### src/rtl/loop_reg_pkg.sv
// Shared encodings for the loop register bank: address regions, read pipeline depth, word-index width.
package loop_reg_pkg;
    typedef enum logic [1:0] {
        CFG = 2'd0,
        ERR = 2'd1,
        STA = 2'd2,
        CNT = 2'd3
    } region_e;

    localparam int RD_LAT = 2;
    localparam int IDX_W  = 7;
    localparam int IDX_N  = 1 << IDX_W;
endpackage

### src/rtl/loop_reg_cnt.sv
// One wide event counter; clear beats increment, and at all-ones it holds (SAT=1) or wraps to zero.
// Value updates at the edge after clr_i/inc_i.
module loop_reg_cnt #(
    parameter int WTH = 48,
    parameter bit SAT = 1'b1
) (
    input  logic           clk_i,
    input  logic           rst_i,
    input  logic           clr_i,
    input  logic           inc_i,
    output logic [WTH-1:0] cnt_o
);
    logic [WTH-1:0] cnt_q, cnt_d;

    always_comb begin
        cnt_d = cnt_q;
        if (clr_i) begin
            cnt_d = '0;
        end else if (inc_i) begin
            if (&cnt_q) begin
                cnt_d = SAT ? cnt_q : '0;
            end else begin
                cnt_d = cnt_q + WTH'(1);
            end
        end
    end

    always_ff @(posedge clk_i or posedge rst_i) begin
        if (rst_i) cnt_q <= '0;
        else       cnt_q <= cnt_d;
    end

    assign cnt_o = cnt_q;
endmodule

### src/rtl/loop_reg_bank.sv
// CPU register bank: RW config, sticky W1C error, RO status words and wide counters with coherent hi/lo reads.
// Reads return RD_LAT cycles after cpu_rd, fully pipelined; writes land at the next edge.
module loop_reg_bank
    import loop_reg_pkg::*;
#(
    parameter int                    A_WTH    = 24,
    parameter int                    D_WTH    = 32,
    parameter logic [11:0]           CM_ID    = 12'h001,
    parameter int                    CFG_NUM  = 3,
    parameter logic [32*CFG_NUM-1:0] CFG_INIT = '0,
    parameter int                    ERR_NUM  = 2,
    parameter int                    STA_NUM  = 2,
    parameter int                    CNT_NUM  = 5,
    parameter int                    CNT_WTH  = 48,
    parameter bit                    CNT_SAT  = 1'b1
) (
    input  logic                    clk_sys,
    input  logic                    rst,
    input  logic [A_WTH-1:0]        cpu_addr,
    input  logic [D_WTH-1:0]        cpu_data_in,
    input  logic                    cpu_wr,
    input  logic                    cpu_rd,
    output logic [D_WTH-1:0]        cpu_data_out_pf,
    output logic                    cpu_rd_vld,
    input  logic                    cnt_reg_clr,
    output logic [32*CFG_NUM-1:0]   cfg_out,
    input  logic [32*ERR_NUM-1:0]   err_in,
    output logic                    err_any,
    input  logic [32*STA_NUM-1:0]   sta_in,
    input  logic [CNT_NUM-1:0]      cnt_inc
);
    logic             hit, in_rng, rd_ok, wr_ok;
    region_e          rgn;
    logic [IDX_W-1:0] idx;
    logic [IDX_W-2:0] cidx;

    assign hit   = (cpu_addr[23:12] == CM_ID) && (cpu_addr[11:9] == 3'd0);
    assign rgn   = region_e'(cpu_addr[8:7]);
    assign idx   = cpu_addr[IDX_W-1:0];
    assign cidx  = idx[IDX_W-1:1];
    assign rd_ok = cpu_rd && hit && in_rng;
    assign wr_ok = cpu_wr && hit && in_rng;

    always_comb begin
        in_rng = 1'b0;
        case (rgn)
            CFG: in_rng = int'(idx) < CFG_NUM;
            ERR: in_rng = int'(idx) < ERR_NUM;
            STA: in_rng = int'(idx) < STA_NUM;
            CNT: in_rng = int'(idx) < 2 * CNT_NUM;
        endcase
    end

    // Every source is padded to the full index space so the read mux is a plain array index.
    logic [31:0]        cfg_rd [IDX_N];
    logic [31:0]        err_rd [IDX_N];
    logic [31:0]        sta_rd [IDX_N];
    logic [31:0]        cnt_lo [IDX_N/2];
    logic [31:0]        cnt_hi [IDX_N/2];
    logic [ERR_NUM-1:0] err_nz;

    for (genvar k = 0; k < IDX_N; k++) begin : g_cfg
        if (k < CFG_NUM) begin : g_w
            logic [31:0] word_q;
            always_ff @(posedge clk_sys or posedge rst) begin
                if (rst)                                        word_q <= CFG_INIT[32*k +: 32];
                else if (wr_ok && rgn == CFG && int'(idx) == k) word_q <= cpu_data_in;
            end
            assign cfg_rd[k]            = word_q;
            assign cfg_out[32*k +: 32]  = word_q;
        end else begin : g_pad
            assign cfg_rd[k] = '0;
        end
    end

    for (genvar k = 0; k < IDX_N; k++) begin : g_err
        if (k < ERR_NUM) begin : g_w
            logic [31:0] word_q, clr;
            // A set in the same cycle as a W1C clear survives.
            assign clr = (wr_ok && rgn == ERR && int'(idx) == k) ? cpu_data_in : '0;
            always_ff @(posedge clk_sys or posedge rst) begin
                if (rst) word_q <= '0;
                else     word_q <= (word_q & ~clr) | err_in[32*k +: 32];
            end
            assign err_rd[k] = word_q;
            assign err_nz[k] = |word_q;
        end else begin : g_pad
            assign err_rd[k] = '0;
        end
    end

    for (genvar k = 0; k < IDX_N; k++) begin : g_sta
        if (k < STA_NUM) begin : g_w
            assign sta_rd[k] = sta_in[32*k +: 32];
        end else begin : g_pad
            assign sta_rd[k] = '0;
        end
    end

    for (genvar k = 0; k < IDX_N/2; k++) begin : g_cnt
        if (k < CNT_NUM) begin : g_c
            logic [CNT_WTH-1:0] cnt_v;
            loop_reg_cnt #(.WTH(CNT_WTH), .SAT(CNT_SAT)) u_cnt (
                .clk_i (clk_sys),
                .rst_i (rst),
                .clr_i (cnt_reg_clr || (wr_ok && rgn == CNT && int'(cidx) == k)),
                .inc_i (cnt_inc[k]),
                .cnt_o (cnt_v)
            );
            assign cnt_lo[k] = cnt_v[31:0];
            assign cnt_hi[k] = 32'(cnt_v[CNT_WTH-1:32]);
        end else begin : g_pad
            assign cnt_lo[k] = '0;
            assign cnt_hi[k] = '0;
        end
    end

    // The low-word read snapshots the high half so a following high read is coherent.
    logic [31:0]      shadow_q;
    logic [IDX_W-2:0] tag_q;
    always_ff @(posedge clk_sys or posedge rst) begin
        if (rst) begin
            shadow_q <= '0;
            tag_q    <= '0;
        end else if (rd_ok && rgn == CNT && !idx[0]) begin
            shadow_q <= cnt_hi[cidx];
            tag_q    <= cidx;
        end
    end

    logic [31:0] rd_dat;
    always_comb begin
        rd_dat = '0;
        case (rgn)
            CFG: rd_dat = cfg_rd[idx];
            ERR: rd_dat = err_rd[idx];
            STA: rd_dat = sta_rd[idx];
            CNT: rd_dat = !idx[0]         ? cnt_lo[cidx] :
                          (tag_q == cidx) ? shadow_q     : cnt_hi[cidx];
        endcase
    end

    logic [RD_LAT-1:0] vld_q;
    logic [31:0]       dat_q [RD_LAT];
    logic              err_any_q;
    always_ff @(posedge clk_sys or posedge rst) begin
        if (rst) begin
            vld_q     <= '0;
            err_any_q <= 1'b0;
            for (int i = 0; i < RD_LAT; i++) dat_q[i] <= '0;
        end else begin
            vld_q     <= {vld_q[RD_LAT-2:0], rd_ok};
            dat_q[0]  <= rd_ok ? rd_dat : '0;
            for (int i = 1; i < RD_LAT; i++) dat_q[i] <= dat_q[i-1];
            err_any_q <= |err_nz;
        end
    end

    assign cpu_rd_vld      = vld_q[RD_LAT-1];
    assign cpu_data_out_pf = dat_q[RD_LAT-1];
    assign err_any         = err_any_q;
endmodule

### config.mk
export PLATFORM = sky130hd
export DESIGN_NAME = loop_reg_bank
export DESIGN_NICKNAME = d
export VERILOG_FILES = /design/src/rtl/loop_reg_pkg.sv /design/src/rtl/loop_reg_cnt.sv /design/src/rtl/loop_reg_bank.sv
export SDC_FILE = /design/constraint.sdc
export NUM_CORES = 1
export LEC_CHECK = 0
export ABC_AREA = 1
export BUFFER_PORTS_ARGS = -buffer_cell sky130_fd_sc_hd__clkbuf_2
export CAP_MARGIN = 20
export CORE_MARGIN = 4
export CORE_UTILIZATION = 50
export CTS_BUF_LIST = sky130_fd_sc_hd__clkbuf_16
export DETAILED_ROUTE_END_ITERATION = 10
export PLACE_DENSITY = 0.75
export SKIP_LAST_GASP = 1
export SLEW_MARGIN = 30
export SYNTH_ARGS = -nofsm -noshare
export SYNTH_HDL_FRONTEND = slang
export SYNTH_SLANG_ARGS = --single-unit
export TNS_END_PERCENT = 20
### constraint.sdc
create_clock -name clk_sys -period 20.2 [get_ports clk_sys]
set_input_delay 4.04 -clock clk_sys [delete_from_list [all_inputs] [get_ports clk_sys]]
set_output_delay 4.04 -clock clk_sys [all_outputs]
set_load 0.02 [all_outputs]
After elaboration in Yosys (flattened, before gate mapping). Index checks and enable logic that the tools add are counted.

$add $sub $neg: 5. Magnitude comparators: 5. Eq/ne operators: 16. Multiplexer cells: 37. Bitwise operators: 8. Reductions and logical operators: 47.

Operators by type and width (count): two-way mux 48 bit (15); binary-select mux 32 bit (select 7 bit) (3); two-way mux 32 bit (15); binary-select mux 32 bit (select 6 bit) (2); adder 48 x 1 -> 48 bit (second input constant) (5); AND reduction 48 bit (5); one-hot mux 32 bit (4 select lines) (1); bitwise AND 32 bit (2); NOT 32 bit (2); OR 32 bit (2); OR reduction 64 bit (1); logical AND 1 bit (20); less-than comparator 7 x 2 -> 1 bit (second input constant) (2); == test 12 x 1 -> 1 bit (second input constant) (1); == test 6 x 3 -> 1 bit (second input constant) (2); != test 2 x 1 -> 1 bit (second input constant) (5); AND reduction 2 bit (5); nonzero test 2 bit (5); >= comparator 8 bit (second input constant) (1); NOT 7 -> 8 bit (1); == test 7 x 2 -> 1 bit (second input constant) (1); == test 7 x 3 -> 1 bit (second input constant) (1); >= comparator 7 bit (second input constant) (1); logical NOT 7 bit (1); 14 further kinds (19).

Bits in registers: 505. Input port bits: 194. Output and inout bits: 130. Logic and storage cells: 134.

Longest topological paths before layout.
Word-level depth: 10. Depth in mapped cells: 14. Mapped depth without buffers: 12.

Cells and area by module. A second synthesis with hierarchy kept.

Cells, all modules: 4897. Area total of the unflattened synthesis: 31823.0 um2.

By module, submodules not included: loop_reg_cnt (instances 5, cells an instance 563, area each 3458.3 um2, seq. area each 1201.2 um2); loop_reg_bank (instances 1, cells an instance 2082, area each 14531.4 um2, seq. area each 6231.0 um2).

Least setup slack after synthesis. No wires, ideal clock.

Kind: input to register. Start point: in cpu_addr[7]. End point: reg g_cnt[0].g_c.u_cnt.cnt_q[33]. Setup time: 0.119 ns. Data arrival time: 5.474 ns. Data required time: 20.081 ns. Slack: 14.608 ns. Stages: 11. Buffers on the path: 2. Cell sequence: inv_1 ha_1 clkinv_1 nand3_2 nand2_2 nor2_8 nand3_2 buf_2 buf_4 nand4_1 nand2_1.

Longest elaborated chain between the ends: 9. Elaborated cells between the ends (all ways): 14. Those cells by class: eq/ne: 4; mux: 2; reduce/logical: 8.

Ends and longest elaborated chain: start: declaration (RTL line loop_reg_bank.sv:19) `input logic [A_WTH-1:0] cpu_addr,`; == test 2 x 1 -> 1 bit / == test 2 bit (equally long branches) (RTL line loop_reg_bank.sv:46) `case (rgn)`; OR reduction 2 bit (no source line); one-hot mux 1 bit (3 select lines) (RTL line loop_reg_bank.sv:46); logical AND 1 bit (RTL line loop_reg_bank.sv:42) `assign wr_ok = cpu_wr && hit && in_rng;`; logical AND 1 bit (*) (2 in a row) (RTL line loop_reg_bank.sv:106) `.clr_i (cnt_reg_clr || (wr_ok && rgn == CNT && int'(cidx) == k)),`; logical OR 1 bit (*) (RTL line loop_reg_bank.sv:106); != test 2 x 1 -> 1 bit (no source line) / nonzero test 2 bit (equally long branches); AND reduction 2 bit (no source line); end signal: assignment (RTL line loop_reg_cnt.sv:30) `else cnt_q <= cnt_d;`; end: declaration (RTL line loop_reg_cnt.sv:13) `logic [WTH-1:0] cnt_q, cnt_d;`.

Mark *: on every way between the ends. The rest lies on a longest branch, timed or not. A chain may end at the register's enable or synchronous reset.

Worst setup path after layout.
Start point: in cpu_addr[2]. End point: reg g_cnt[0].g_c.u_cnt.cnt_q[0].

Longest elaborated chain between the ends: 8. Elaborated cells between the ends (all ways): 13. Those cells by class: order compare: 3; eq/ne: 1; mux: 2; reduce/logical: 7.

Ends and longest elaborated chain: less-than comparator 7 x 4 -> 1 bit (tied with other cells) (RTL line loop_reg_bank.sv:50) `CNT: in_rng = int'(idx) < 2 * CNT_NUM;`; one-hot mux 1 bit (3 select lines) (RTL line loop_reg_bank.sv:46); logical AND 1 bit (RTL line loop_reg_bank.sv:42); logical AND 1 bit (RTL line loop_reg_bank.sv:106); logical AND 1 bit (*) (RTL line loop_reg_bank.sv:106); logical OR 1 bit (*) (RTL line loop_reg_bank.sv:106); != test 2 x 1 -> 1 bit (no source line) / nonzero test 2 bit (equally long branches); AND reduction 2 bit (no source line).

Marked as above.

==> impl_metrics.py <==
metrics = {
    "outcome": {
        "status": "completed",
    },
    "layout": {
        "multi_input_area_mm2": 0.0157,
        "layout_common_cells": "nand2_1 (1342), nor2_1 (545), inv_1 (531), dfrtp_1 (489), nand3_1 (483)",
        "syn2layout_area_growth_pct": 11.9,
        "fill_cells": 6208,
        "seq_area_mm2": 0.0122,
        "num-nets-final": 4971,
        "final_common_cell": "nand2_1",
        "drive_gt1_frac": 0.104,
    },
    "power": {
        "peakVddDrop_mv": 0.0664,
        "powerDensity_mw_per_mm2": 63.3,
        "leakage_nw": 17.2,
    },
    "clocking": {
        "cts_root_buffer": "clkbuf_16",
        "clock-sinks": 489,
        "insertion_delay_ps": 650,
        "numCtsBuffers": 55,
        "cts_resized": 0,
        "cts_hold_buffers": 0,
        "clk_path_buf_depth": 3,
        "cts_tree": "yes",
        "cts_setup_buffers": 0,
        "htreeDepth": 2,
        "path_clk_slew_ps": 70,
    },
    "setup_path": {
        "reg2reg_to": "g_cnt[2].g_c.u_cnt.cnt_o[46]",
        "crit_required_ps": 20690,
        "crit_start": "cpu_addr[2]",
        "startpoint_type": "input port",
        "critPathCaptureType": "flip-flop",
        "worstSetupPathType": "in2reg",
        "crit_arrival_ps": 7680,
        "r2r_slack_ps": 16110,
        "reg2reg_depth": 13,
        "setup.worst_path.end": "g_cnt[0].g_c.u_cnt.cnt_o[0]",
        "reg2reg_from": "g_cnt[2].g_c.u_cnt.cnt_o[0]",
        "path_max_fanout": 38,
    },
    "synth": {
        "syn_nets": 4800,
        "synthCells": 4596,
        "synth-edff-count": 0,
        "syn_area_per_cell_um2": 6.77,
        "seq_area_frac_synth": 0.393,
        "synth_area_mm2": 0.0311,
        "ys.flop_type": "dfrtp_1",
        "synth_top_area_frac": 0.393,
        "synth_seq_cells": 489,
        "async_reset_ff_frac": 1.00,
        "synth_top_area_cell": "dfrtp_1",
        "yosys_warnings": 0,
        "yosys-top-cells-area": "dfrtp_1 (39%), nand2_1 (16%), nand3_1 (7.8%), nor2_1 (6.7%), inv_1 (6.4%)",
        "synth_cell_types": 50,
    },
    "route": {
        "drc": 0,
        "wl_per_cell_um": 21.3,
        "drtAntennaViolNets": 0,
        "wl_mm": 120,
        "first_pass_iters": 6,
        "drt_iter0_drc": 3896,
        "viasPerCell": 5.79,
        "vias": 32700,
    },
    "floorplanning": {
        "num_rows": 91,
        "die_area_mm2": 0.0663,
        "start_util": 0.504,
        "fp.dieH_um": 258,
        "ioPinCount": 324,
        "die_x_um": 258,
        "core_area_mm2": 0.0617,
    },
    "global_route": {
        "track_usage": 0.351,
        "antenna_found_initial": 7,
        "grt.overflow.total": 0,
        "grt_pass1_vias": 30400,
        "grt_max_degree": 160,
        "grt_pass1_wl_mm": 182,
    },
    "timing": {
        "worst_slew_pin_slew_ps": 1020,
        "relSlewSlack": 0.321,
        "fmax_mhz": 139,
        "fin_skew_ps": 54.0,
        "fin_crit_sh": 0.356,
        "fin_crit_ps": 7190,
        "setup_viol": 0,
        "setup_tns_ps": 0,
        "rsz0062_at_grt": "no",
        "maxSlewViolCount": 0,
        "whs_ps": 341,
        "hold_violations": 0,
    },
    "placed_design": {
        "gp_congestion": 1.04,
        "io_buffers": 323,
        "dp_hpwl_mm": 89.6,
    },
    "flow_run": {
        "cap_violations": 0,
    },
    "worst_hold_path": {
        "hp-class": "reg2reg",
    },
}
[metal layers]
metal  global-route usage  share of wire
met2                0.559           0.45
met4                0.183          0.064
met1                0.463           0.38
met5                    0        0.00022
met3               0.0589          0.097
[cells by family (layout without fill, tap and decap cells)]
kind of cell | count (synthesis) | in the layout | share of synthesized area
DFF | 489 | 489 | 0.393
other | 0 | 2 | 0
adders and majority gates | 10 | 10 | 0.00402
buffers and inverters | 781 | 996 | 0.103
xor gates and xnor gates | 128 | 128 | 0.0360
AOI/OAI and AO/OA | 526 | 526 | 0.0986
and+or+nand+nor | 2662 | 2662 | 0.365
[synth_stat cells, types with 2 or more instances]
library cell / instances
o21ai_0: 167
a221oi_1: 3
and3_1: 4
nor2_8: 2
nand3b_1: 3
nor3_1: 59
nor4_1: 18
buf_2: 82
o22ai_1: 19
nand3_2: 5
o221ai_1: 17
nand3_1: 483
o31ai_1: 2
nor3b_1: 4
buf_4: 46
nand4_1: 160
a21oi_1: 97
o2111ai_1: 2
o211ai_1: 15
a22oi_1: 84
nand2_1: 1344
buf_1: 26
a31oi_1: 13
a211oi_1: 2
xor2_1: 111
clkbuf_1: 84
inv_1: 529
nand3_4: 3
ha_1: 10
nand2_2: 8
inv_2: 11
o21ai_1: 88
xnor2_1: 17
a22o_1: 7
a211o_1: 2
nor2_1: 552
o21bai_1: 6
nor2_2: 10
dfrtp_1: 489
or2_2: 2
[power by group]
group	total (mW)	switching, mW	internal [mW]
Combinational	0.153	0.118	0.0358
Sequential	0.984	0.00277	0.981
Clock	1.07	0.455	0.612
[flip-flops by register name, indices dropped and copies added, names as in the netlist]
name and count:
g_cnt.g_c.u_cnt.cnt_o 240, g_cfg.g_w.word_q 96, g_err.g_w.word_q 64, cpu_data_out_pf 32, dat_q 32, shadow_q 16, tag_q 6, vld_q 2
err_any 1
[how the worst min path moves through the flow]
stage,start,slack [ps],endpoint,depth (start not counted)
2_1_floorplan,dat_q[32],330,cpu_data_out_pf[0],0
3_3_place_gp,dat_q[53],330,cpu_data_out_pf[21],0
3_5_place_dp,dat_q[52],330,cpu_data_out_pf[20],0
4_1_cts,dat_q[36],340,cpu_data_out_pf[4],0
5_1_grt,dat_q[36],350,cpu_data_out_pf[4],0
6_report,dat_q[36],340,cpu_data_out_pf[4],0
[critical path: stages]
cell and delay (ps):
clkbuf_2 310, inv_2 400, nand2_2 480, nand2_1 180
nand3_1 100, nand3_2 120, nand2_2 120, nor2_8 280
nand3_2 690, nand2_2 820, nor3_1 130
[cell type report]
cell class,count,share of cell area
clock inverter,46,0.0141
multi-input combinational,3326,0.452
antenna,2,0.000144
sequential,489,0.351
tap,837,0.0301
clock buffer,55,0.0395
timing repair buffer,353,0.0544
inverter,542,0.0589
[metrics by stage]
stage	area, um^2	std cells	util	setup WS, ps	power (mW)
after floorplan	31100	4596	-	2510	1.09
after global placement	32900	5545	0.533	11800	1.15
after detailed placement	32900	5545	0.533	11990	1.15
after CTS	34800	5646	0.563	12640	2.20
after global routing	34800	5650	0.564	12810	2.26
final	34800	5650	0.564	13010	2.20
Power figures use the tool's default switching activity.
